**src/rtl/inst_fetch_pipe.sv**
```systemverilog
// Instruction fetch: PC generation, 1-cycle synchronous imem request, IF/ID queue; imem_en to instr_valid is 2 cycles.
// Backpressure: a fetch issues only while queue slots (after this cycle's pop) cover every in-flight response.
module inst_fetch_pipe #(
  parameter int unsigned        ADDR_W   = 32,
  parameter int unsigned        INSTR_W  = 32,
  parameter logic [ADDR_W-1:0]  RESET_PC = '0,
  parameter int unsigned        Q_DEPTH  = 2
) (
  input  logic               clk,
  input  logic               reset,
  input  logic               halt,
  input  logic               jump,
  input  logic [25:0]        jump_index,
  input  logic               branch_taken,
  input  logic [ADDR_W-1:0]  branch_target,
  output logic               imem_en,
  output logic [ADDR_W-1:0]  imem_addr,
  input  logic [INSTR_W-1:0] imem_rdata,
  output logic               instr_valid,
  input  logic               instr_ready,
  output logic [INSTR_W-1:0] instr_code,
  output logic [ADDR_W-1:0]  instr_pc
);

  localparam int unsigned PW = (Q_DEPTH > 1) ? $clog2(Q_DEPTH) : 1;
  localparam int unsigned CW = PW + 1;
  localparam int unsigned OW = CW + 1;

  typedef struct packed {
    logic [ADDR_W-1:0]  pc;
    logic [INSTR_W-1:0] code;
  } if_entry_t;

  logic [ADDR_W-1:0] r_pc;
  logic              r_inflight;
  logic [ADDR_W-1:0] r_inflight_pc;
  if_entry_t         r_q [Q_DEPTH];
  logic [PW-1:0]     r_wr_ptr;
  logic [PW-1:0]     r_rd_ptr;
  logic [CW-1:0]     r_count;

  logic              w_redir;
  logic              w_valid;
  logic              w_pop;
  logic              w_land;
  logic              w_issue;
  logic [OW-1:0]     w_occ;
  logic [ADDR_W-1:0] w_br_pc;
  logic [ADDR_W-1:0] w_jmp_pc;
  if_entry_t         w_head;

  assign w_valid  = (r_count != '0);
  assign w_redir  = branch_taken | jump;
  assign w_pop    = w_valid & instr_ready & ~w_redir & ~reset;
  assign w_land   = r_inflight & ~w_redir & ~reset;
  // Occupancy net of this cycle's pop lets a full-rate stream sustain one fetch per cycle.
  assign w_occ    = {1'b0, r_count} - OW'(w_pop) + OW'(r_inflight);
  assign w_issue  = ~reset & ~halt & ~w_redir & (w_occ < OW'(Q_DEPTH));
  assign w_br_pc  = branch_target & ~ADDR_W'(3);
  assign w_jmp_pc = {r_pc[ADDR_W-1:28], jump_index, 2'b00};
  assign w_head   = r_q[r_rd_ptr];

  assign imem_en     = w_issue;
  assign imem_addr   = r_pc;
  assign instr_valid = w_valid;
  assign instr_code  = w_valid ? w_head.code : '0;
  assign instr_pc    = w_valid ? w_head.pc   : '0;

  always_ff @(posedge clk) begin
    if (reset) begin
      r_pc          <= RESET_PC;
      r_inflight    <= 1'b0;
      r_inflight_pc <= '0;
      r_wr_ptr      <= '0;
      r_rd_ptr      <= '0;
      r_count       <= '0;
    end else if (w_redir) begin
      r_pc       <= branch_taken ? w_br_pc : w_jmp_pc;
      r_inflight <= 1'b0;
      r_wr_ptr   <= '0;
      r_rd_ptr   <= '0;
      r_count    <= '0;
    end else begin
      if (w_issue) begin
        r_pc          <= r_pc + ADDR_W'(4);
        r_inflight_pc <= r_pc;
      end
      r_inflight <= w_issue;
      if (w_land) r_wr_ptr <= r_wr_ptr + PW'(1);
      if (w_pop)  r_rd_ptr <= r_rd_ptr + PW'(1);
      r_count <= r_count + CW'(w_land) - CW'(w_pop);
    end
  end

  // Storage needs no reset: entries are only visible through r_count.
  always_ff @(posedge clk) begin
    if (w_land) r_q[r_wr_ptr] <= '{pc: r_inflight_pc, code: imem_rdata};
  end

endmodule

```
**config.mk**
```make
export PLATFORM = sky130hd
export DESIGN_NAME = inst_fetch_pipe
export DESIGN_NICKNAME = d
export VERILOG_FILES = /design/src/rtl/inst_fetch_pipe.sv
export SDC_FILE = /design/constraint.sdc
export NUM_CORES = 1
export LEC_CHECK = 0
export BUFFER_PORTS_ARGS = -buffer_cell sky130_fd_sc_hd__buf_2
export CORE_MARGIN = 4
export CORE_UTILIZATION = 58
export DETAILED_ROUTE_END_ITERATION = 16
export PLACE_DENSITY = 0.91
export SETUP_SLACK_MARGIN = 0.1
export SYNTH_ARGS = -nofsm -noshare
export SYNTH_HDL_FRONTEND = slang
export SYNTH_SLANG_ARGS = --single-unit
```
**constraint.sdc**
```tcl
create_clock -name clk -period 16.6 [get_ports clk]
set_input_delay 4.15 -clock clk [delete_from_list [all_inputs] [get_ports clk]]
set_output_delay 4.15 -clock clk [all_outputs]
set_load 0.1 [all_outputs]
```
==> flow_summary.json <==
{
  "status": "complete, no violations",
  "synth_ff_type": "sky130_fd_sc_hd__edfxtp_1",
  "post_layout_nonfiller_instances": 1107,
  "post_synth_most_frequent_cells": "sky130_fd_sc_hd__edfxtp_1, sky130_fd_sc_hd__nand2_1, sky130_fd_sc_hd__nor2_1",
  "skew_final_ns": 0.00809,
  "clock_path_buffers": 2,
  "rows": 43,
  "ys.warnings.count": 0,
  "grtUsageMet2_pct": 36.7,
  "globalRouteTotalUtil_pct": 23.2,
  "post_synth_inst_count": 747,
  "min_delay_worst_endpoint": "r_q[0][37]",
  "hold-worst-slack_ns": 0.454,
  "multi_input_comb_area_um2": 2880,
  "finalNetCount": 1015,
  "post-route-min-period_ns": 12.38,
  "cts_root_buffer": "sky130_fd_sc_hd__clkbuf_16",
  "routed_wl_um": 18600,
  "nFillCells": 1035,
  "synth_async_sr_flop_share_pct": 0,
  "r2r_start": "r_count[1]",
  "critPathCaptureType": "output pin",
  "gr-usage-met3_pct": 4.59,
  "design.portCount": 194,
  "cts_post_setup_buffers_inserted": 0,
  "final.period_utilization_pct": 74.6,
  "worst_ir_drop_vdd_v": 0.0000644,
  "timing.max_slew.rel_slack_pct": 26.9,
  "final_hold_viol_count": 0,
  "cts.reportedPaths.clkPinSlew_ns": 0.06,
  "cts_resized": 0,
  "global_route_total_overflow": 0,
  "htreeDepth": 4,
  "tritoncts": "done",
  "maxClockFrequency_ghz": 0.0808,
  "detailedRoute.firstPassIterationCount": 4,
  "route.detailed.vias_per_inst": 5.73,
  "cp_data_arrival_time_ns": 8.23,
  "hpwl_um": 12700,
  "grtUsageMet1_pct": 31.5,
  "static-leakage-power_nw": 3.71,
  "synth-edff-count": 124,
  "worst-setup-path-type": "input port to output pin",
  "netlist_area_um2": 8150,
  "yosysMostFrequentCell": "sky130_fd_sc_hd__edfxtp_1",
  "antenna_diode_count": 0,
  "ys_top_cells_by_area": "sky130_fd_sc_hd__edfxtp_1, sky130_fd_sc_hd__dfxtp_1, sky130_fd_sc_hd__mux2i_1, sky130_fd_sc_hd__nand2_1, sky130_fd_sc_hd__nor2_1",
  "max-cap-violations": 0,
  "drt.antenna.violating_nets": 0,
  "clock_insertion_delay_worst_skew_ns": 0.43,
  "timing.hold.worst.start": "r_inflight_pc[5]",
  "die_area_um2": 16000,
  "hold_path_depth": 0,
  "post_synth_top_area_share_pct": 45.7,
  "place.detailed.instances": 1075,
  "final_max_slew_viol_count": 0,
  "ys_ff_latch": 190,
  "dieHeight_um": 127,
  "worstRegToRegCells": 13,
  "io_buffer_count": 187,
  "cp.required_ns": 12.45,
  "netlist.top_cell.by_area": "sky130_fd_sc_hd__edfxtp_1",
  "drt_iter0_markers": 471,
  "number_of_buffers_inserted_during_clock_tree_synthesis": 17,
  "first_global_vias": 6104,
  "die_w_um": 127,
  "wl_per_cell_um": 16.8,
  "global_route_wire_length_before_repair_um": 29800,
  "yosysUniqueCellTypes": 61,
  "grt_antenna_before_repair": 0,
  "gr-max-usage-layer": "met2",
  "fraction_of_the_yosys_area_taken_by_sequential_cells_pct": 61.9,
  "detail_route.drc_violations": 0,
  "cts_sinks": 190,
  "setup_viol": 0,
  "areaGrowthSynthToFinish_pct": 19.7,
  "gp_routability_congestion": 0.916,
  "crit_path_max_fanout": 55,
  "rsz0062_at_grt": "no",
  "hold_class": "register to register",
  "power_density_nw_per_um2": 101,
  "start_kind": "input port",
  "ff2ff_setup_slack_ns": 12.47,
  "timing_worst_slew_pin_value_ns": 1.10,
  "floorplan.initialDensity_pct": 58.9,
  "totalNegativeSetupSlack_ns": 0,
  "detailroute.via_count": 6348,
  "core_region_area_um2": 13800,
  "holdBufCountCts": 0,
  "r2r-end": "imem_addr[5]",
  "regArea_um2": 5050,
  "postSynthAreaPerCell_um2": 10.9,
  "layout-drive-gt1-share_pct": 26.1,
  "grt_max_degree": 64
}
## kinds of logic after synthesis
| family | count (synthesis) | share of synthesized area (%) |
|---|---|---|
| AO/OA/AOI/OAI | 128 | 9.35 |
| XOR/XNOR | 8 | 0.860 |
| flip-flops | 190 | 61.9 |
| adder cells (fa/ha/maj) | 5 | 0.860 |
| multiplexers | 63 | 7.74 |
| AND/OR/NAND/NOR | 291 | 16.1 |
| buffers and inverters | 61 | 3.13 |
| other | 1 | 0.0460 |
## final cells by class
type                       count  share of cell area (%)
inverter                      10                   0.385
tap                          180                    2.31
sequential                   190                    51.8
multi-input combinational    499                    29.5
clock buffer                  20                    4.80
clock inverter                12                   0.975
timing repair buffer         196                    10.3
## how the worst max path moves through the flow
stage	slack [ns]	cells after the start	start	end
after detailed placement	4.25	14	reset	imem_en
after CTS	4.25	14	reset	imem_en
after global routing	3.89	14	reset	imem_en
after floorplan	4.85	12	reset	imem_en
after global placement	4.36	14	reset	imem_en
final	4.22	14	reset	imem_en
## where the power goes
| part | switching [mW] | internal [mW] |
|---|---|---|
| logic | 0.0646 | 0.0219 |
| registers | 0.0102 | 0.506 |
| clock network | 0.176 | 0.208 |
| total | 0.251 | 0.736 |
## cell usage in the layout (no fill, tap or decap), drive strengths merged, types with 2 or more instances in the layout
cell type	synthesis	layout
mux2i	63	63
ha	4	4
or4	4	4
xor2	4	4
nand2	117	117
nor2	87	87
a21o	3	3
and4	5	5
or3	3	3
clkinvlp	0	2
inv	10	19
nand3	17	17
o22ai	4	4
dfxtp	66	66
nand2b	3	3
edfxtp	124	124
a21oi	61	61
xnor2	4	4
o221a	2	2
a211oi	2	2
nand4	9	9
o21a	3	3
clkbuf	34	20
and3	13	13
o21ai	27	27
and2	3	3
a31oi	7	7
a221oi	3	3
o311ai	2	2
buf	17	196
nor2b	2	2
a31o	2	2
conb	1	4
a311o	2	2
nor4	6	6
nor3b	2	2
nor3	16	16
## critical path, cell delays in order
cell,delay (ns)
sky130_fd_sc_hd__buf_2,0.08
sky130_fd_sc_hd__buf_4,0.48
sky130_fd_sc_hd__inv_1,0.30
sky130_fd_sc_hd__nand2_1,0.40
sky130_fd_sc_hd__nor2_1,0.14
sky130_fd_sc_hd__ha_1,0.28
sky130_fd_sc_hd__nand2b_1,0.15
sky130_fd_sc_hd__fa_1,0.51
sky130_fd_sc_hd__nor2b_1,0.31
sky130_fd_sc_hd__nand3_1,0.12
sky130_fd_sc_hd__buf_4,0.29
sky130_fd_sc_hd__inv_1,0.18
sky130_fd_sc_hd__buf_4,0.31
sky130_fd_sc_hd__buf_2,0.48
## flip-flops by register name (all words and copies together), names as in the netlist, named ones only
name and flops:
imem_addr 30, r_count 2, r_inflight 1, r_inflight_pc 30, r_q 124, r_rd_ptr 1, r_wr_ptr 1
## layer usage
metal / routed length (um) / up-vias
met2: 8590 / 341
met4: 441 / 0
li1: - / 3018
met1: 7710 / 2944
met5: 0 / -
met3: 1820 / 45
## per-stage QoR
step / setup WS, ns / util, % / power (mW) / instance area, um2
4_1_cts: 4.25 / 70.5 / 0.991 / 9750
3_3_place_gp: 4.36 / 66.5 / 0.611 / 9190
3_5_place_dp: 4.25 / 66.5 / 0.613 / 9190
6_report: 4.22 / 70.5 / 0.987 / 9750
2_1_floorplan: 4.85 / - / 0.587 / 8160
5_1_grt: 3.89 / 70.5 / 1.02 / 9750
Power figures use the tool's default switching activity.
